## src/rtl/ssm_pkg.sv

```systemverilog
// Shared constants and segment-select helper for the dynamic-segment multiplier.
package ssm_pkg;

  localparam int unsigned DefN    = 23;
  localparam int unsigned DefM    = 18;
  localparam int unsigned DefCntW = 16;
  localparam int unsigned SegMaxW = 64;

  // Returns the M-bit segment of an n-bit operand (zero-extended to SegMaxW).
  // High segment carries a sticky OR of the dropped low bits in its LSB.
  function automatic logic [SegMaxW-1:0] seg_select(input logic [SegMaxW-1:0] x,
                                                    input int unsigned n,
                                                    input int unsigned m,
                                                    output logic alfa,
                                                    output logic [7:0] sh);
    logic [SegMaxW-1:0] mask;
    logic [SegMaxW-1:0] seg;
    logic               lo_or;
    alfa  = 1'b0;
    lo_or = 1'b0;
    mask  = '1;
    mask  = mask >> (SegMaxW - m);
    for (int unsigned i = 0; i < SegMaxW; i++) begin
      if (i >= m && i < n) alfa = alfa | x[i];
      if (i < n - m) lo_or = lo_or | x[i];
    end
    if (alfa) begin
      seg    = (x >> (n - m)) & mask;
      seg[0] = seg[0] | lo_or;
      sh     = 8'(n - m);
    end else begin
      seg = x & mask;
      sh  = 8'd0;
    end
    return seg;
  endfunction

endpackage

```

## src/rtl/ssm_seg_sel.sv

```systemverilog
// Per-operand segment extractor: leading-segment detection plus sticky compensation.
module ssm_seg_sel
  import ssm_pkg::*;
#(
  parameter int unsigned N   = DefN,
  parameter int unsigned M   = DefM,
  parameter int unsigned ShW = $clog2(N - M + 1)
) (
  input  logic [N-1:0]   x_i,
  output logic           alfa_o,
  output logic [M-1:0]   seg_o,
  output logic [ShW-1:0] sh_o
);

  logic [SegMaxW-1:0] seg_full;
  logic [7:0]         sh_full;
  logic               alfa;
  logic               unused_bits;

  always_comb begin
    alfa     = 1'b0;
    sh_full  = 8'd0;
    seg_full = seg_select(SegMaxW'(x_i), N, M, alfa, sh_full);
  end

  assign alfa_o      = alfa;
  assign seg_o       = seg_full[M-1:0];
  assign sh_o        = sh_full[ShW-1:0];
  assign unused_bits = ^{seg_full[SegMaxW-1:M], sh_full[7:ShW]};

endmodule

```

## src/rtl/ssm_mult_pipe.sv

```systemverilog
// Three-stage dynamic-segment approximate multiplier with exact bypass,
// valid/ready back-pressure and a saturating approximate-result counter.
module ssm_mult_pipe
  import ssm_pkg::*;
#(
  parameter int unsigned N     = DefN,
  parameter int unsigned M     = DefM,
  parameter int unsigned CNT_W = DefCntW
) (
  input  logic             clk,
  input  logic             rst_n,
  input  logic             in_valid,
  output logic             in_ready,
  input  logic [N-1:0]     in_a,
  input  logic [N-1:0]     in_b,
  input  logic             in_exact,
  output logic             out_valid,
  input  logic             out_ready,
  output logic [2*N-1:0]   out_p,
  output logic             out_approx,
  input  logic             cnt_clr,
  output logic [CNT_W-1:0] approx_cnt
);

  localparam int unsigned ShW    = $clog2(N - M + 1);
  localparam int unsigned ShSumW = $clog2(2 * (N - M) + 1);

  logic en;

  // Segment extraction (combinational, registered in S1)
  logic           alfa_a, alfa_b;
  logic [M-1:0]   seg_a, seg_b;
  logic [ShW-1:0] sh_a, sh_b;

  ssm_seg_sel #(.N(N), .M(M), .ShW(ShW)) u_sel_a (
    .x_i   (in_a),
    .alfa_o(alfa_a),
    .seg_o (seg_a),
    .sh_o  (sh_a)
  );

  ssm_seg_sel #(.N(N), .M(M), .ShW(ShW)) u_sel_b (
    .x_i   (in_b),
    .alfa_o(alfa_b),
    .seg_o (seg_b),
    .sh_o  (sh_b)
  );

  // Stage registers
  logic           s1_valid_q, s1_exact_q, s1_alfa_a_q, s1_alfa_b_q;
  logic [N-1:0]   s1_a_q, s1_b_q;
  logic [M-1:0]   s1_seg_a_q, s1_seg_b_q;
  logic [ShW-1:0] s1_sh_a_q, s1_sh_b_q;

  logic              s2_valid_q, s2_approx_q;
  logic [2*N-1:0]    s2_prod_q;
  logic [ShSumW-1:0] s2_sh_q;

  logic             s3_valid_q, s3_approx_q;
  logic [2*N-1:0]   s3_p_q;
  logic [CNT_W-1:0] cnt_q;

  // Next-state values
  logic [2*M-1:0]    seg_prod;
  logic [2*N-1:0]    exact_prod;
  logic [2*N-1:0]    s2_prod_d;
  logic [ShSumW-1:0] s2_sh_d;
  logic              s2_approx_d;
  logic [2*N-1:0]    s3_p_d;
  logic [CNT_W-1:0]  cnt_d;

  assign en       = !s3_valid_q || out_ready;
  assign in_ready = en;

  always_comb begin
    seg_prod    = (2*M)'(s1_seg_a_q) * (2*M)'(s1_seg_b_q);
    exact_prod  = (2*N)'(s1_a_q) * (2*N)'(s1_b_q);
    s2_prod_d   = (2*N)'(seg_prod);
    s2_sh_d     = ShSumW'(s1_sh_a_q) + ShSumW'(s1_sh_b_q);
    s2_approx_d = !s1_exact_q && (s1_alfa_a_q || s1_alfa_b_q);
    // Exact mode rides the same S3 shifter with a zero shift
    if (s1_exact_q) begin
      s2_prod_d = exact_prod;
      s2_sh_d   = '0;
    end
    s3_p_d = s2_prod_q << s2_sh_q;
  end

  always_comb begin
    cnt_d = cnt_q;
    if (cnt_clr) begin
      cnt_d = '0;
    end else if (s3_valid_q && out_ready && s3_approx_q && (cnt_q != '1)) begin
      cnt_d = cnt_q + 1'b1;
    end
  end

  always_ff @(posedge clk or negedge rst_n) begin
    if (!rst_n) begin
      s1_valid_q  <= 1'b0;
      s1_exact_q  <= 1'b0;
      s1_alfa_a_q <= 1'b0;
      s1_alfa_b_q <= 1'b0;
      s1_a_q      <= '0;
      s1_b_q      <= '0;
      s1_seg_a_q  <= '0;
      s1_seg_b_q  <= '0;
      s1_sh_a_q   <= '0;
      s1_sh_b_q   <= '0;
      s2_valid_q  <= 1'b0;
      s2_approx_q <= 1'b0;
      s2_prod_q   <= '0;
      s2_sh_q     <= '0;
      s3_valid_q  <= 1'b0;
      s3_approx_q <= 1'b0;
      s3_p_q      <= '0;
    end else if (en) begin
      s1_valid_q  <= in_valid;
      s1_exact_q  <= in_exact;
      s1_alfa_a_q <= alfa_a;
      s1_alfa_b_q <= alfa_b;
      s1_a_q      <= in_a;
      s1_b_q      <= in_b;
      s1_seg_a_q  <= seg_a;
      s1_seg_b_q  <= seg_b;
      s1_sh_a_q   <= sh_a;
      s1_sh_b_q   <= sh_b;
      s2_valid_q  <= s1_valid_q;
      s2_approx_q <= s2_approx_d;
      s2_prod_q   <= s2_prod_d;
      s2_sh_q     <= s2_sh_d;
      s3_valid_q  <= s2_valid_q;
      s3_approx_q <= s2_approx_q;
      s3_p_q      <= s3_p_d;
    end
  end

  always_ff @(posedge clk or negedge rst_n) begin
    if (!rst_n) begin
      cnt_q <= '0;
    end else begin
      cnt_q <= cnt_d;
    end
  end

  assign out_valid  = s3_valid_q;
  assign out_p      = s3_p_q;
  assign out_approx = s3_approx_q;
  assign approx_cnt = cnt_q;

endmodule

```

## config.mk

```make
export PLATFORM = sky130hd
export DESIGN_NAME = ssm_mult_pipe
export DESIGN_NICKNAME = d
export VERILOG_FILES = /design/src/rtl/ssm_pkg.sv /design/src/rtl/ssm_seg_sel.sv /design/src/rtl/ssm_mult_pipe.sv
export SDC_FILE = /design/constraint.sdc
export NUM_CORES = 2
export LEC_CHECK = 0
export ABC_CLOCK_PERIOD_IN_PS = 10110
export CAP_MARGIN = 20
export CORE_ASPECT_RATIO = 1.4
export CORE_MARGIN = 2
export CORE_UTILIZATION = 25
export DETAILED_ROUTE_END_ITERATION = 10
export PLACE_DENSITY = 0.45
export SYNTH_ARGS = -nofsm -noshare
export SYNTH_HDL_FRONTEND = slang
export SYNTH_SLANG_ARGS = --single-unit
```

## constraint.sdc

```tcl
create_clock -name clk -period 10.11 [get_ports clk]
set_input_delay 2.5275 -clock clk [delete_from_list [all_inputs] [get_ports clk]]
set_output_delay 2.5275 -clock clk [all_outputs]
set_load 0.01 [all_outputs]
```

== Word-level counts from Yosys, hierarchy flattened ==
Index checks and enable logic that the tools add are counted.
Widths: inputs -> output; s select.
Storage, ports and cells
  register bits: 208
  bits in latches: 0
  RAM bits: 0
  bits in read-only memories: 0
  input bits: 52
  output and inout port bits: 65
  word-level logic and storage cells: 59
  memories: 0
Cells by class
  add/sub/neg operators: 2
  multipliers: 2
  div/mod/pow operators: 0
  order comparisons: 0
  equality and inequality tests: 1
  shifts and indexed selects: 1
  multiplexer cells: 8
  bitwise logic cells: 18
  reductions and logical operators: 9
Operators by type and width (number)
  $mul 23x23->46: 1
  $mux 46: 1
  $shl 46x4->46: 1
  $mul 18x18->36: 1
  $mux 18: 2
  $mux 16: 2
  $or 1x1->1: 18
  $add 16x1->16 const B: 1
  $ne 16x16->1 const B: 1
  $mux 3: 2
  $add 3x3->4: 1
  $logic_and 1x1->1: 4
  $mux 4: 1
  $logic_not 1->1: 2
  $logic_or 1x1->1: 2
  $reduce_bool 2->1: 1

== Logic depth before layout (Yosys ltp) ==
  depth after elaboration: 6
  mapped depth: 27
  gate-level depth less buffers: 25

== Modules after synthesis ==
A second synthesis with hierarchy kept.
Unflattened totals
  cell total of the unflattened synthesis: 4382
  area, all modules: 38476.9 um2
Modules (own cells, without submodules)
  ssm_mult_pipe: times used 1, cells an instance 4326, area each 37906.4 um2, sequential area each 5205.0 um2
  ssm_seg_sel: times used 2, cells an instance 28, area each 285.3 um2, sequential area each 0.0 um2

== Worst setup path before layout ==
No wires, ideal clock.
  kind: register to register
  from: reg s1_b_q[8]
  to: reg s2_prod_q[38]
  library setup time: 122 ps
  arrival time: 6444 ps
  required time: 9988 ps
  setup slack: 3545 ps
  cell stages (with the launch flop): 24
  buffers on the path: 1
  period minus slack after synthesis: 6565 ps
  cells stage by stage: dfrtp_1 -> clkbuf_1 -> nand2_1 -> fa_1 -> inv_1 -> fa_1 -> inv_1 -> fa_1 -> inv_1 -> fa_1 -> fa_1 -> fa_1 -> inv_1 -> fa_1 -> inv_1 -> ha_1 -> a21o_1 -> a2111oi_0 -> nor3b_1 -> a211oi_1 -> nand2_1 -> a21bo_2 -> a211o_1 -> a32o_1
On the way
  cells in the longest elaborated chain, start to end: 2
Ends and longest elaborated chain
  from (decl): line ssm_mult_pipe.sv:51  | logic [N-1:0] s1_a_q, s1_b_q;
  from (signal assigned): line ssm_mult_pipe.sv:123  | s1_b_q <= in_b;
  $mul 23x23->46: line ssm_mult_pipe.sv:77  | exact_prod = (2*N)'(s1_a_q) * (2*N)'(s1_b_q);
  $mux 46: line ssm_mult_pipe.sv:82  | if (s1_exact_q) begin
  to (signal assigned): line ssm_mult_pipe.sv:130  | s2_prod_q <= s2_prod_d;
  to (decl): line ssm_mult_pipe.sv:56  | logic [2*N-1:0] s2_prod_q;
No other way between the ends.
A chain may end at the register's enable or synchronous reset.

== Worst setup path after layout ==
  from: reg s1_b_q[15]
  to: reg s2_prod_q[38]
The elaborated chain is that of the path after synthesis.

==> impl_metrics.env <==
export IMPL_grt_util_met1_pct=21.0
export IMPL_grt_max_degree=205
export IMPL_die_h_um=459
export IMPL_fp_row_count=167
export IMPL_syn_area_um2=37000
export IMPL_hold_viol=0
export IMPL_rsz0062_at_grt="no"
export IMPL_clk_latency_ps=530
export IMPL_clk_pin_slew_ps=100
export IMPL_drive_gt1_share_pct=3.30
export IMPL_clockBufferDepth=2
export IMPL_gr_usage_met3_pct=1.71
export IMPL_dpl_cell_area_um2=40100
export IMPL_outcome="completed"
export IMPL_final_setup_viol_count=0
export IMPL_crit_path_end_kind="flip-flop"
export IMPL_via_count=27759
export IMPL_synth_fp_nets=5208
export IMPL_cp_start_kind="flip-flop"
export IMPL_ys_async_sr_fraction_pct=100
export IMPL_period_needed_ps=7700
export IMPL_nNetsFinal=5166
export IMPL_via_per_inst=4.56
export IMPL_top_usage_layer="met2"
export IMPL_fmax_mhz=130
export IMPL_worstSetupStartpoint="s1_b_q[15]"
export IMPL_critPathKind="flip-flop to flip-flop"
export IMPL_area_delta_synth_final_pct=10.5
export IMPL_finClkSkew_ps=23.2
export IMPL_drt_wirelength_per_cell_um=20.3
export IMPL_crit_reg2reg_launch="s1_b_q[15]"
export IMPL_io_pins=117
export IMPL_cts_sinks=200
export IMPL_htree_levels=4
export IMPL_ant_nets=0
export IMPL_cts_hold_buf=0
export IMPL_n_fill_cell=15821
export IMPL_hp_class="flip-flop to flip-flop"
export IMPL_cts_resized=0
export IMPL_synth_cell_type_count=71
export IMPL_yosysWarnings=0
export IMPL_yosysSeqAreaShare_pct=13.5
export IMPL_grt_pass1_vias=30632
export IMPL_design_area_um2=40900
export IMPL_overflow=0
export IMPL_drt_iter0_drc=1642
export IMPL_synth_edff_count=0
export IMPL_fin_crit_sh_pct=76.2
export IMPL_cts_setup_buffers=0
export IMPL_io_buffers=116
export IMPL_die_w_um=329
export IMPL_cp_max_fo=24
export IMPL_fin_ws_ps=2410
export IMPL_drv_cap=0
export IMPL_core_area_um2=147000
export IMPL_drv_slew=0
export IMPL_synthFlopType="dfrtp_1"
export IMPL_grt_pass1_wl_mm=193
export IMPL_cts_root_buffer="clkbuf_16"
export IMPL_slew_headroom_pct=19.0
export IMPL_fin_tns_setup_ps=0
export IMPL_ys_ff_latch=200
export IMPL_cp_required_ps=10540
export IMPL_die_area_um2=151000
export IMPL_drt_pass1_iterations=6
export IMPL_routed_wl_mm=124
export IMPL_numCtsBuffers=17
export IMPL_fin_cells=6092
export IMPL_grt_usage_pct=17.0
export IMPL_start_util_pct=25.1
export IMPL_worst_pin_slew_ps=1220
export IMPL_pre_cts_ws_ps=2410
export IMPL_hold_path_startpoint="s2_valid_q"
export IMPL_place_inst=6057
export IMPL_synth_cells=4177
export IMPL_antenna_found_initial=5
export IMPL_drc_errors=0
export IMPL_crit_arrival_ps=8140
export IMPL_grt_util_met2_pct=31.1
export IMPL_cts_tree="built"
export IMPL_syn_area_per_cell_um2=8.85
export IMPL_dp_hpwl_mm=98.9
export IMPL_gp_congestion=0.862
-- placed cells by master, fill, tap and decap left out, types with 31 or more instances in the layout --
| cell | count |
|---|---|
| mux4_2 | 31 |
| ha_1 | 285 |
| nand2_1 | 900 |
| a21oi_1 | 105 |
| inv_1 | 810 |
| nor2_1 | 98 |
| and2_1 | 325 |
| buf_4 | 49 |
| clkdlybuf4s50_1 | 115 |
| xnor2_1 | 46 |
| dfrtp_1 | 197 |
| o21ai_0 | 116 |
| fa_1 | 694 |
| mux2i_1 | 40 |
-- worst max-delay path, cell delays in order, from the launching register on --
cell	delay (ps)
dfrtp_1	1150
nand2_1	190
fa_1	580
fa_1	460
fa_1	560
inv_1	90
fa_1	510
fa_1	430
fa_1	550
inv_1	70
fa_1	480
inv_1	40
ha_1	370
a21o_1	220
a2111oi_0	490
nor3b_1	100
a211oi_1	380
nand2_1	160
a21bo_2	220
a211o_1	280
a32o_1	250
-- Yosys cell counts (6+ instances only) --
cell	count	area [µm²]
ha_1	285	3570
o211ai_1	11	82.6
o21bai_1	11	82.6
nand4_1	18	113
xor2_1	23	201
inv_1	810	3040
clkbuf_1	206	773
nor2_1	99	372
a21oi_1	105	526
nand2b_1	14	87.6
buf_1	22	82.6
nor3_1	16	80.1
a31oi_1	9	56.3
and2_1	325	2030
fa_1	694	13900
mux2i_1	40	400
a21o_1	25	188
nand3b_1	6	45.0
o21ai_0	116	581
xnor2_1	46	403
a21boi_0	6	45.0
nor2b_1	9	56.3
o21a_1	10	75.1
a211oi_1	25	188
a22o_1	10	87.6
nand3_1	16	80.1
a22oi_1	6	45.0
o31ai_1	6	45.0
mux4_2	31	698
nand2_1	900	3380
dfrtp_1	200	5000
-- path summary, 6_finish.rpt --
check / depth (start not counted) / endpoint / slack [ps]
min in group asynchronous: 1 / out_p[45] / 1960
max in group asynchronous: 2 / s1_seg_b_q[9] / 6860
setup reg to reg: 20 / s2_prod_q[38] / 2410
hold reg to reg: 2 / s2_valid_q / 470
setup / recovery: 20 / s2_prod_q[38] / 2410
hold / removal: 2 / s2_valid_q / 470
-- flip-flops by register name, summed over array words and instances, names as in the netlist --
signal,cells
out_p,46
s1_sh_b_q,1
s1_exact_q,1
s2_approx_q,1
s2_prod_q,46
s1_sh_a_q,1
s1_valid_q,1
out_valid,1
s1_b_q,23
s2_valid_q,1
s1_seg_a_q,18
s2_sh_q,2
out_approx,1
s1_seg_b_q,18
s1_a_q,23
approx_cnt,16
-- layout make-up --
cell class	instances	area (µm²)	area share, %
antenna	1	2.50	0.00612
clock buffer	17	425	1.04
clock inverter	15	240	0.588
inverter	811	3050	7.46
multi-input combinational	2936	28100	68.7
sequential	200	5010	12.3
tap	1943	2430	5.95
timing repair buffer	169	1630	3.99
-- stage by stage --
step	hold slack (ps)	utilization, %
6_report	465	27.7
3_3_place_gp	450	27.2
2_1_floorplan	430	-
5_1_grt	499	27.7
4_1_cts	471	27.7
3_5_place_dp	448	27.2
-- routing by layer --
metal | share of wire (%) | up-vias
met5 | 0 | -
met3 | 3.6 | 136
met2 | 52 | 543
met4 | 2.6 | 0
li1 | - | 12523
met1 | 41 | 14557
-- cells by family after synthesis --
group / share of synthesized area [%]
DFF: 13.5
buffers and inverters: 10.6
xor gates and xnor gates: 1.63
AOI/OAI and AO/OA: 6.57
muxes: 3.03
and+or+nand+nor: 17.4
adders and majority gates: 47.2
Power is not shown: default switching activity piles up to over one toggle a cycle in this logic, so the estimate is an artifact.
